### src/rtl/video_timing_pkg.sv
// Shared raster-timing helpers and the sync/de bundle carried down the delay line.
package video_timing_pkg;

  typedef struct packed {
    logic hsync;
    logic vsync;
    logic de;
  } timing_t;

  function automatic int h_total(int active, int fp, int sync, int bp);
    return active + fp + sync + bp;
  endfunction

  function automatic int v_total(int active, int fp, int sync, int bp);
    return active + fp + sync + bp;
  endfunction

  function automatic int sync_start(int active, int fp);
    return active + fp;
  endfunction

  function automatic int sync_end(int active, int fp, int sync);
    return active + fp + sync;
  endfunction

endpackage

### src/rtl/video_timing_if.sv
// Raster/timing bundle from the timing core to the painter, game logic and VGA pins.
interface video_timing_if #(
  parameter int X_W = 11,
  parameter int Y_W = 10
);
  logic [X_W-1:0] beam_x;
  logic [Y_W-1:0] beam_y;
  logic           valid;
  logic           hsync;
  logic           vsync;
  logic           de;
  logic           frame_start;
  logic           vblank_start;
  logic           tick;
  logic           tick_missed;

  modport master (output beam_x, beam_y, valid, hsync, vsync, de,
                  frame_start, vblank_start, tick, tick_missed);
  modport slave  (input  beam_x, beam_y, valid, hsync, vsync, de,
                  frame_start, vblank_start, tick, tick_missed);
endinterface

### src/rtl/video_timing_core_sync_delay_line.sv
// Reset-clearable shift register; DEPTH=0 collapses to a plain wire.
module sync_delay_line #(
  parameter int               WIDTH   = 1,
  parameter int               DEPTH   = 1,
  parameter logic [WIDTH-1:0] RST_VAL = '0
) (
  input  logic             clk,
  input  logic             rst,
  input  logic [WIDTH-1:0] d_i,
  output logic [WIDTH-1:0] q_o
);

  if (DEPTH == 0) begin : g_wire
    assign q_o = d_i;
  end else begin : g_pipe
    logic [DEPTH-1:0][WIDTH-1:0] stage_q;

    always_ff @(posedge clk or posedge rst) begin
      if (rst) begin
        stage_q <= {DEPTH{RST_VAL}};
      end else begin
        stage_q[0] <= d_i;
        for (int i = 1; i < DEPTH; i++) stage_q[i] <= stage_q[i-1];
      end
    end

    assign q_o = stage_q[DEPTH-1];
  end

endmodule

### src/rtl/video_timing_core.sv
// Raster counters, sync/de generation and the game-update tick. Coordinates lead
// the pins by PIPE cycles so a registered painter lines up without compensation.
module video_timing_core
  import video_timing_pkg::*;
#(
  parameter int H_ACTIVE    = 640,
  parameter int H_FP        = 16,
  parameter int H_SYNC      = 96,
  parameter int H_BP        = 48,
  parameter int V_ACTIVE    = 480,
  parameter int V_FP        = 10,
  parameter int V_SYNC      = 2,
  parameter int V_BP        = 33,
  parameter bit HS_POL      = 1'b0,
  parameter bit VS_POL      = 1'b0,
  parameter int X_W         = 11,
  parameter int Y_W         = 10,
  parameter int PIPE        = 2,
  parameter int TICK_PERIOD = 138888,
  parameter bit TICK_SYNC   = 1'b1
) (
  input  logic           clk,
  input  logic           rst,
  video_timing_if.master vid_o
);

  localparam int H_TOTAL = h_total(H_ACTIVE, H_FP, H_SYNC, H_BP);
  localparam int V_TOTAL = v_total(V_ACTIVE, V_FP, V_SYNC, V_BP);
  localparam int TC_W    = (TICK_PERIOD > 1) ? $clog2(TICK_PERIOD) : 1;

  // One spare bit so window ends equal to 2^X_W / 2^Y_W still compare correctly.
  localparam logic [X_W:0] H_LAST = (X_W+1)'(H_TOTAL - 1);
  localparam logic [X_W:0] H_ACT  = (X_W+1)'(H_ACTIVE);
  localparam logic [X_W:0] HS_BEG = (X_W+1)'(sync_start(H_ACTIVE, H_FP));
  localparam logic [X_W:0] HS_END = (X_W+1)'(sync_end(H_ACTIVE, H_FP, H_SYNC));
  localparam logic [Y_W:0] V_LAST = (Y_W+1)'(V_TOTAL - 1);
  localparam logic [Y_W:0] V_ACT  = (Y_W+1)'(V_ACTIVE);
  localparam logic [Y_W:0] VS_BEG = (Y_W+1)'(sync_start(V_ACTIVE, V_FP));
  localparam logic [Y_W:0] VS_END = (Y_W+1)'(sync_end(V_ACTIVE, V_FP, V_SYNC));
  localparam logic [TC_W-1:0] TC_LAST = TC_W'(TICK_PERIOD - 1);

  if (H_TOTAL > (1 << X_W)) begin : g_chk_h
    $error("H_TOTAL does not fit in X_W bits");
  end
  if (V_TOTAL > (1 << Y_W)) begin : g_chk_v
    $error("V_TOTAL does not fit in Y_W bits");
  end
  if (TICK_PERIOD < 1) begin : g_chk_t
    $error("TICK_PERIOD must be at least 1");
  end
  if (PIPE < 0 || PIPE > 7) begin : g_chk_p
    $error("PIPE must lie in 0..7");
  end

  logic [X_W-1:0]  hc_q, hc_d;
  logic [Y_W-1:0]  vc_q, vc_d;
  logic [TC_W-1:0] tc_q, tc_d;
  logic            pending_q, pending_d;
  logic            missed_q, missed_d;
  logic [X_W:0]    hx;
  logic [Y_W:0]    vx;
  logic            h_wrap, period_evt, valid, frame_start, vblank_start, tick;
  timing_t         raw, dly;

  assign hx = {1'b0, hc_q};
  assign vx = {1'b0, vc_q};

  always_comb begin
    h_wrap     = (hx == H_LAST);
    hc_d       = h_wrap ? '0 : hc_q + 1'b1;
    vc_d       = vc_q;
    if (h_wrap) vc_d = (vx == V_LAST) ? '0 : vc_q + 1'b1;
    period_evt = (tc_q == TC_LAST);
    tc_d       = period_evt ? '0 : tc_q + 1'b1;
  end

  assign valid        = (hx < H_ACT) && (vx < V_ACT);
  assign frame_start  = (hc_q == '0) && (vc_q == '0);
  assign vblank_start = (hc_q == '0) && (vx == V_ACT);

  always_comb begin
    pending_d = pending_q;
    missed_d  = missed_q;
    tick      = period_evt;
    if (TICK_SYNC) begin
      tick = vblank_start && (pending_q || period_evt);
      // A fresh period event landing on a flush that already owed a tick stays queued.
      if (vblank_start) begin
        pending_d = pending_q && period_evt;
      end else begin
        pending_d = pending_q || period_evt;
        missed_d  = missed_q || (pending_q && period_evt);
      end
    end
  end

  always_ff @(posedge clk or posedge rst) begin
    if (rst) begin
      hc_q      <= '0;
      vc_q      <= '0;
      tc_q      <= '0;
      pending_q <= 1'b0;
      missed_q  <= 1'b0;
    end else begin
      hc_q      <= hc_d;
      vc_q      <= vc_d;
      tc_q      <= tc_d;
      pending_q <= pending_d;
      missed_q  <= missed_d;
    end
  end

  // Sync levels travel active-high; pin polarity is applied after the delay.
  always_comb begin
    raw.hsync = (hx >= HS_BEG) && (hx < HS_END);
    raw.vsync = (vx >= VS_BEG) && (vx < VS_END);
    raw.de    = valid;
  end

  sync_delay_line #(
    .WIDTH   ($bits(timing_t)),
    .DEPTH   (PIPE),
    .RST_VAL ('0)
  ) u_dly (
    .clk (clk),
    .rst (rst),
    .d_i (raw),
    .q_o (dly)
  );

  assign vid_o.beam_x       = hc_q;
  assign vid_o.beam_y       = vc_q;
  assign vid_o.valid        = valid;
  assign vid_o.hsync        = HS_POL ? dly.hsync : ~dly.hsync;
  assign vid_o.vsync        = VS_POL ? dly.vsync : ~dly.vsync;
  assign vid_o.de           = dly.de;
  assign vid_o.frame_start  = frame_start;
  assign vid_o.vblank_start = vblank_start;
  assign vid_o.tick         = tick;
  assign vid_o.tick_missed  = missed_q;

endmodule

### src/flat_wrapper.sv
// flat-port wrapper written by rule: the top's interface ports become plain ports
module video_timing_core_flat import video_timing_pkg::*;
#(
  parameter int H_ACTIVE    = 640,
  parameter int H_FP        = 16,
  parameter int H_SYNC      = 96,
  parameter int H_BP        = 48,
  parameter int V_ACTIVE    = 480,
  parameter int V_FP        = 10,
  parameter int V_SYNC      = 2,
  parameter int V_BP        = 33,
  parameter bit HS_POL      = 1'b0,
  parameter bit VS_POL      = 1'b0,
  parameter int X_W         = 11,
  parameter int Y_W         = 10,
  parameter int PIPE        = 2,
  parameter int TICK_PERIOD = 138888,
  parameter bit TICK_SYNC   = 1'b1
)
  (clk, rst, vid_o_beam_x, vid_o_beam_y, vid_o_valid, vid_o_hsync, vid_o_vsync, vid_o_de, vid_o_frame_start, vid_o_vblank_start, vid_o_tick, vid_o_tick_missed);
  video_timing_if #(.X_W(X_W), .Y_W(Y_W)) vid_o_i ();
  input  logic clk;
  input  logic rst;
  output wire logic [$bits(vid_o_i.beam_x)-1:0] vid_o_beam_x;
  output wire logic [$bits(vid_o_i.beam_y)-1:0] vid_o_beam_y;
  output wire logic [$bits(vid_o_i.valid)-1:0] vid_o_valid;
  output wire logic [$bits(vid_o_i.hsync)-1:0] vid_o_hsync;
  output wire logic [$bits(vid_o_i.vsync)-1:0] vid_o_vsync;
  output wire logic [$bits(vid_o_i.de)-1:0] vid_o_de;
  output wire logic [$bits(vid_o_i.frame_start)-1:0] vid_o_frame_start;
  output wire logic [$bits(vid_o_i.vblank_start)-1:0] vid_o_vblank_start;
  output wire logic [$bits(vid_o_i.tick)-1:0] vid_o_tick;
  output wire logic [$bits(vid_o_i.tick_missed)-1:0] vid_o_tick_missed;
  assign vid_o_beam_x = vid_o_i.beam_x;
  assign vid_o_beam_y = vid_o_i.beam_y;
  assign vid_o_valid = vid_o_i.valid;
  assign vid_o_hsync = vid_o_i.hsync;
  assign vid_o_vsync = vid_o_i.vsync;
  assign vid_o_de = vid_o_i.de;
  assign vid_o_frame_start = vid_o_i.frame_start;
  assign vid_o_vblank_start = vid_o_i.vblank_start;
  assign vid_o_tick = vid_o_i.tick;
  assign vid_o_tick_missed = vid_o_i.tick_missed;
  video_timing_core #(.H_ACTIVE(H_ACTIVE), .H_FP(H_FP), .H_SYNC(H_SYNC), .H_BP(H_BP), .V_ACTIVE(V_ACTIVE), .V_FP(V_FP), .V_SYNC(V_SYNC), .V_BP(V_BP), .HS_POL(HS_POL), .VS_POL(VS_POL), .X_W(X_W), .Y_W(Y_W), .PIPE(PIPE), .TICK_PERIOD(TICK_PERIOD), .TICK_SYNC(TICK_SYNC)) u_core (.clk(clk), .rst(rst), .vid_o(vid_o_i));
endmodule
### config.mk
export PLATFORM = sky130hd
export DESIGN_NAME = video_timing_core_flat
export DESIGN_NICKNAME = d
export VERILOG_FILES = /design/src/rtl/video_timing_pkg.sv /design/src/rtl/video_timing_if.sv /design/src/rtl/video_timing_core_sync_delay_line.sv /design/src/rtl/video_timing_core.sv /design/src/flat_wrapper.sv
export SDC_FILE = /design/constraint.sdc
export NUM_CORES = 1
export LEC_CHECK = 0
export BUFFER_PORTS_ARGS = -buffer_cell sky130_fd_sc_hd__buf_2
export CORE_ASPECT_RATIO = 1.2
export CORE_MARGIN = 5
export CORE_UTILIZATION = 45
export CTS_BUF_LIST = sky130_fd_sc_hd__clkbuf_4 sky130_fd_sc_hd__clkbuf_8 sky130_fd_sc_hd__clkbuf_16
export DETAILED_ROUTE_END_ITERATION = 6
export PLACE_DENSITY_LB_ADDON = 0.25
export SLEW_MARGIN = 20
export SYNTH_ARGS = -nofsm -noshare
export SYNTH_HDL_FRONTEND = slang
export SYNTH_HIERARCHICAL = 1
export SYNTH_SLANG_ARGS = --single-unit
### constraint.sdc
create_clock -name clk -period 5.1 [get_ports clk]
set_clock_uncertainty 0.2 [all_clocks]
set_input_delay 0.51 -clock clk [delete_from_list [all_inputs] [get_ports clk]]
set_output_delay 0.51 -clock clk [all_outputs]
set_load 0.01 [all_outputs]
==> impl_metrics.py <==
metrics = {
    "run_status": {
        "outcome": "completed",
    },
    "clock_network": {
        "cts_max_path_buffers": 2,
        "cts_max_level": 2,
        "cts_tree": "done",
        "cts_resized": 0,
        "cts_buffers": 5,
        "root_buffer": "clkbuf_8",
        "cts_hold_buf": 1,
        "clock_sinks": 47,
        "path_clk_slew_ps": 90,
        "postCtsSetupRepairBufs": 0,
        "insertion_delay_ps": 300,
    },
    "drt": {
        "drt_iter0_markers": 85,
        "antenna_left": 0,
        "route.final.wire_length_um": 4350,
        "wire_per_inst_um": 13.9,
        "drtPass1Iterations": 4,
        "vias": 1677,
        "viasPerCell": 5.36,
        "drc_errors": 0,
    },
    "placed_design": {
        "placed_cell_area_um2": 2440,
        "routabilityCongestion": 0.798,
        "dp_cells": 304,
        "port_buffers": 30,
        "post-dp-hpwl_um": 3060,
    },
    "global_route": {
        "overflow": 0,
        "grt_first_pass_wirelength_um": 7500,
        "grt_pass1_vias": 1640,
        "grt_use_total": 0.148,
        "antenna_found_initial": 0,
        "grt_max_degree": 42,
    },
    "critical_path": {
        "cp.required_ps": 4390,
        "r2r_start": "u_core/vid_o.beam_x[0]",
        "cp-start-kind": "flip-flop",
        "crit_path_start": "u_core/tc_q[0]",
        "worstReg2RegEnd": "u_core/vid_o.beam_y[5]",
        "crit_arrival_ps": 1960,
        "critPathCaptureType": "output port",
        "cp-endpoint": "vid_o_tick",
        "crit_type": "flip-flop to output port",
        "reg2reg_slack_ps": 2950,
        "critPathMaxFanout": 11,
        "rr_worst_depth": 5,
    },
    "logic_synthesis": {
        "synth_edf_count": 0,
        "synthArstFlopShare": 1.00,
        "yosys_warnings": 6,
        "yosysTopAreaCellShare": 0.516,
        "seq_area_frac_synth": 0.516,
        "avgSynthCellArea_um2": 10.2,
        "yosys-top-cells-area": "dfrtp_1 (52%), xnor2_1 (8.1%), nand3_1 (5.5%)",
        "synthFlopType": "dfrtp_1",
        "ys_ff_latch": 47,
        "synthCells": 223,
        "synth_nets": 230,
        "synth_area_leader_cell": "dfrtp_1",
        "syn_area_um2": 2280,
        "ys_types": 36,
    },
    "die": {
        "pin_count": 31,
        "dieArea_um2": 6590,
        "core_um2": 4940,
        "die_x_um": 74.9,
        "die_h_um": 87.9,
        "num_rows": 28,
        "start_util": 0.461,
    },
    "timing": {
        "final.setup.tns_ps": 0,
        "maxSlewViolCount": 0,
        "setup_viol": 0,
        "max_freq_mhz": 374,
        "tightest_slew_ps": 519,
        "fin_crit_sh": 0.524,
        "rsz0062_at_grt": "no",
        "layout_min_cycle_time_ps": 2670,
        "slew_headroom": 0.651,
        "finalHoldViolCount": 0,
    },
    "layout": {
        "finalNonFillerCells": 313,
        "num_antenna_cells": 0,
        "final_net_count": 259,
        "drive_gt1_frac": 0.178,
        "seq_area_um2": 1180,
        "syn_to_final_growth_pct": 12.0,
        "design_area_um2": 2550,
        "multi_input_area_um2": 965,
        "n_fill_cell": 470,
    },
    "power": {
        "p_leak_nw": 1.14,
        "max-vdd-ir-drop_mv": 0.119,
        "total_power_uw": 618,
        "power_density_nw_per_um2": 242,
    },
    "worst_hold_path": {
        "hp-class": "flip-flop to flip-flop",
    },
    "flow_run": {
        "cap_viol_max_count": 0,
    },
}
through the flow:
step           worst slack, ps   util  hold slack (ps)
2_1_floorplan             2880      -              101
3_3_place_gp              2810  0.494              132
3_5_place_dp              2780  0.494              137
4_1_cts                   2440  0.516              158
5_1_grt                   2260  0.516              160
6_report                  2430  0.516              153
synth_stat cells (2+ instances only):
master   count
and4_1       3
buf_2        3
dfrtp_1     47
buf_6        2
nand4_1      9
nand2_1     12
ha_1         5
and3_1       5
buf_4        4
nor3_1       5
nor2_1      20
and2_1       2
mux2i_1      3
o22ai_1      2
xnor2_1     21
xor2_1       6
inv_1       16
nand3_1     25
a21oi_1      5
nor4b_1      3
o21ai_0      4
nor4_1       7
cells in the final DEF (no fill, tap or decap), types with 2 or more instances in the layout:
cell type / instances
o22ai_1: 2
buf_4: 2
a21oi_1: 5
clkbuf_8: 6
nor3_1: 5
o21ai_0: 4
xor2_1: 6
nor2_1: 20
inv_1: 16
and2_1: 2
nor4b_1: 3
nand4_1: 9
buf_2: 30
mux2i_1: 3
nand3_1: 25
and3_1: 5
dfrtp_1: 47
xnor2_1: 21
and4_1: 3
ha_1: 5
nand2_1: 12
nor4_1: 7
registers in the layout (all words and copies together), names as in the netlist:
| name | cells |
|---|---|
| u_core/tc_q | 18 |
| u_core/u_dly/g_pipe.stage_q | 3 |
| u_core/pending_q | 1 |
| u_core/vid_o.beam_x | 11 |
| u_core/vid_o.tick_missed | 1 |
| u_core/vid_o.beam_y | 10 |
| u_core/u_dly/q_o | 3 |
layer usage:
layer	routed length [µm]	up-vias	global-route usage
met5	0	-	0
met3	178	5	0.0241
met2	2100	31	0.250
li1	-	825	-
met4	58	0	0.0631
met1	2020	816	0.186
worst max-delay path, stage by stage (launching register included):
cell	delay (ps)
dfrtp_1	420
ha_1	240
nor4bb_1	260
nand3_1	140
nor3_1	160
buf_4	210
o21a_1	120
buf_2	120
cells by family (layout without fill, tap and decap cells):
group / count (synthesis) / count (layout) / share of synthesized area
adder cells (fa/ha/maj): 6 / 6 / 0.0324
flip-flops: 47 / 47 / 0.516
multiplexers: 3 / 3 / 0.0132
AND/OR/NAND/NOR: 99 / 99 / 0.238
AO/OA/AOI/OAI: 14 / 14 / 0.0357
buffers and inverters: 27 / 57 / 0.0599
XOR/XNOR: 27 / 27 / 0.104
layout make-up:
class                           instances  area share
Sequential cell                        47       0.461
Multi-Input combinational cell        149       0.378
Timing Repair Buffer                   33      0.0687
Clock buffer                            6      0.0324
Tap cell                               60      0.0294
Inverter                               16      0.0236
Clock inverter                          2     0.00638
worst min-delay path by stage:
stage                                              start                        endpoint  slack (ps)  cells after the start
after global routing      u_core/u_dly/g_pipe.stage_q[0]             u_core/u_dly/q_o[0]         160                      0
after CTS                 u_core/u_dly/g_pipe.stage_q[0]             u_core/u_dly/q_o[0]         160                      0
after floorplan                                      rst  u_core/u_dly/g_pipe.stage_q[0]         100                      1
after detailed placement  u_core/u_dly/g_pipe.stage_q[0]             u_core/u_dly/q_o[0]         140                      0
after global placement    u_core/u_dly/g_pipe.stage_q[0]             u_core/u_dly/q_o[0]         130                      0
final                     u_core/u_dly/g_pipe.stage_q[0]             u_core/u_dly/q_o[0]         150                      0
power breakdown:
part	leakage, nW	switching (mW)	internal, mW	total, mW
sequential	0.617	0	0.372	0.372
combinational	0.476	0.00728	0.00139	0.00867
clock	0.0474	0.127	0.111	0.237
Power figures use the tool's default switching activity.
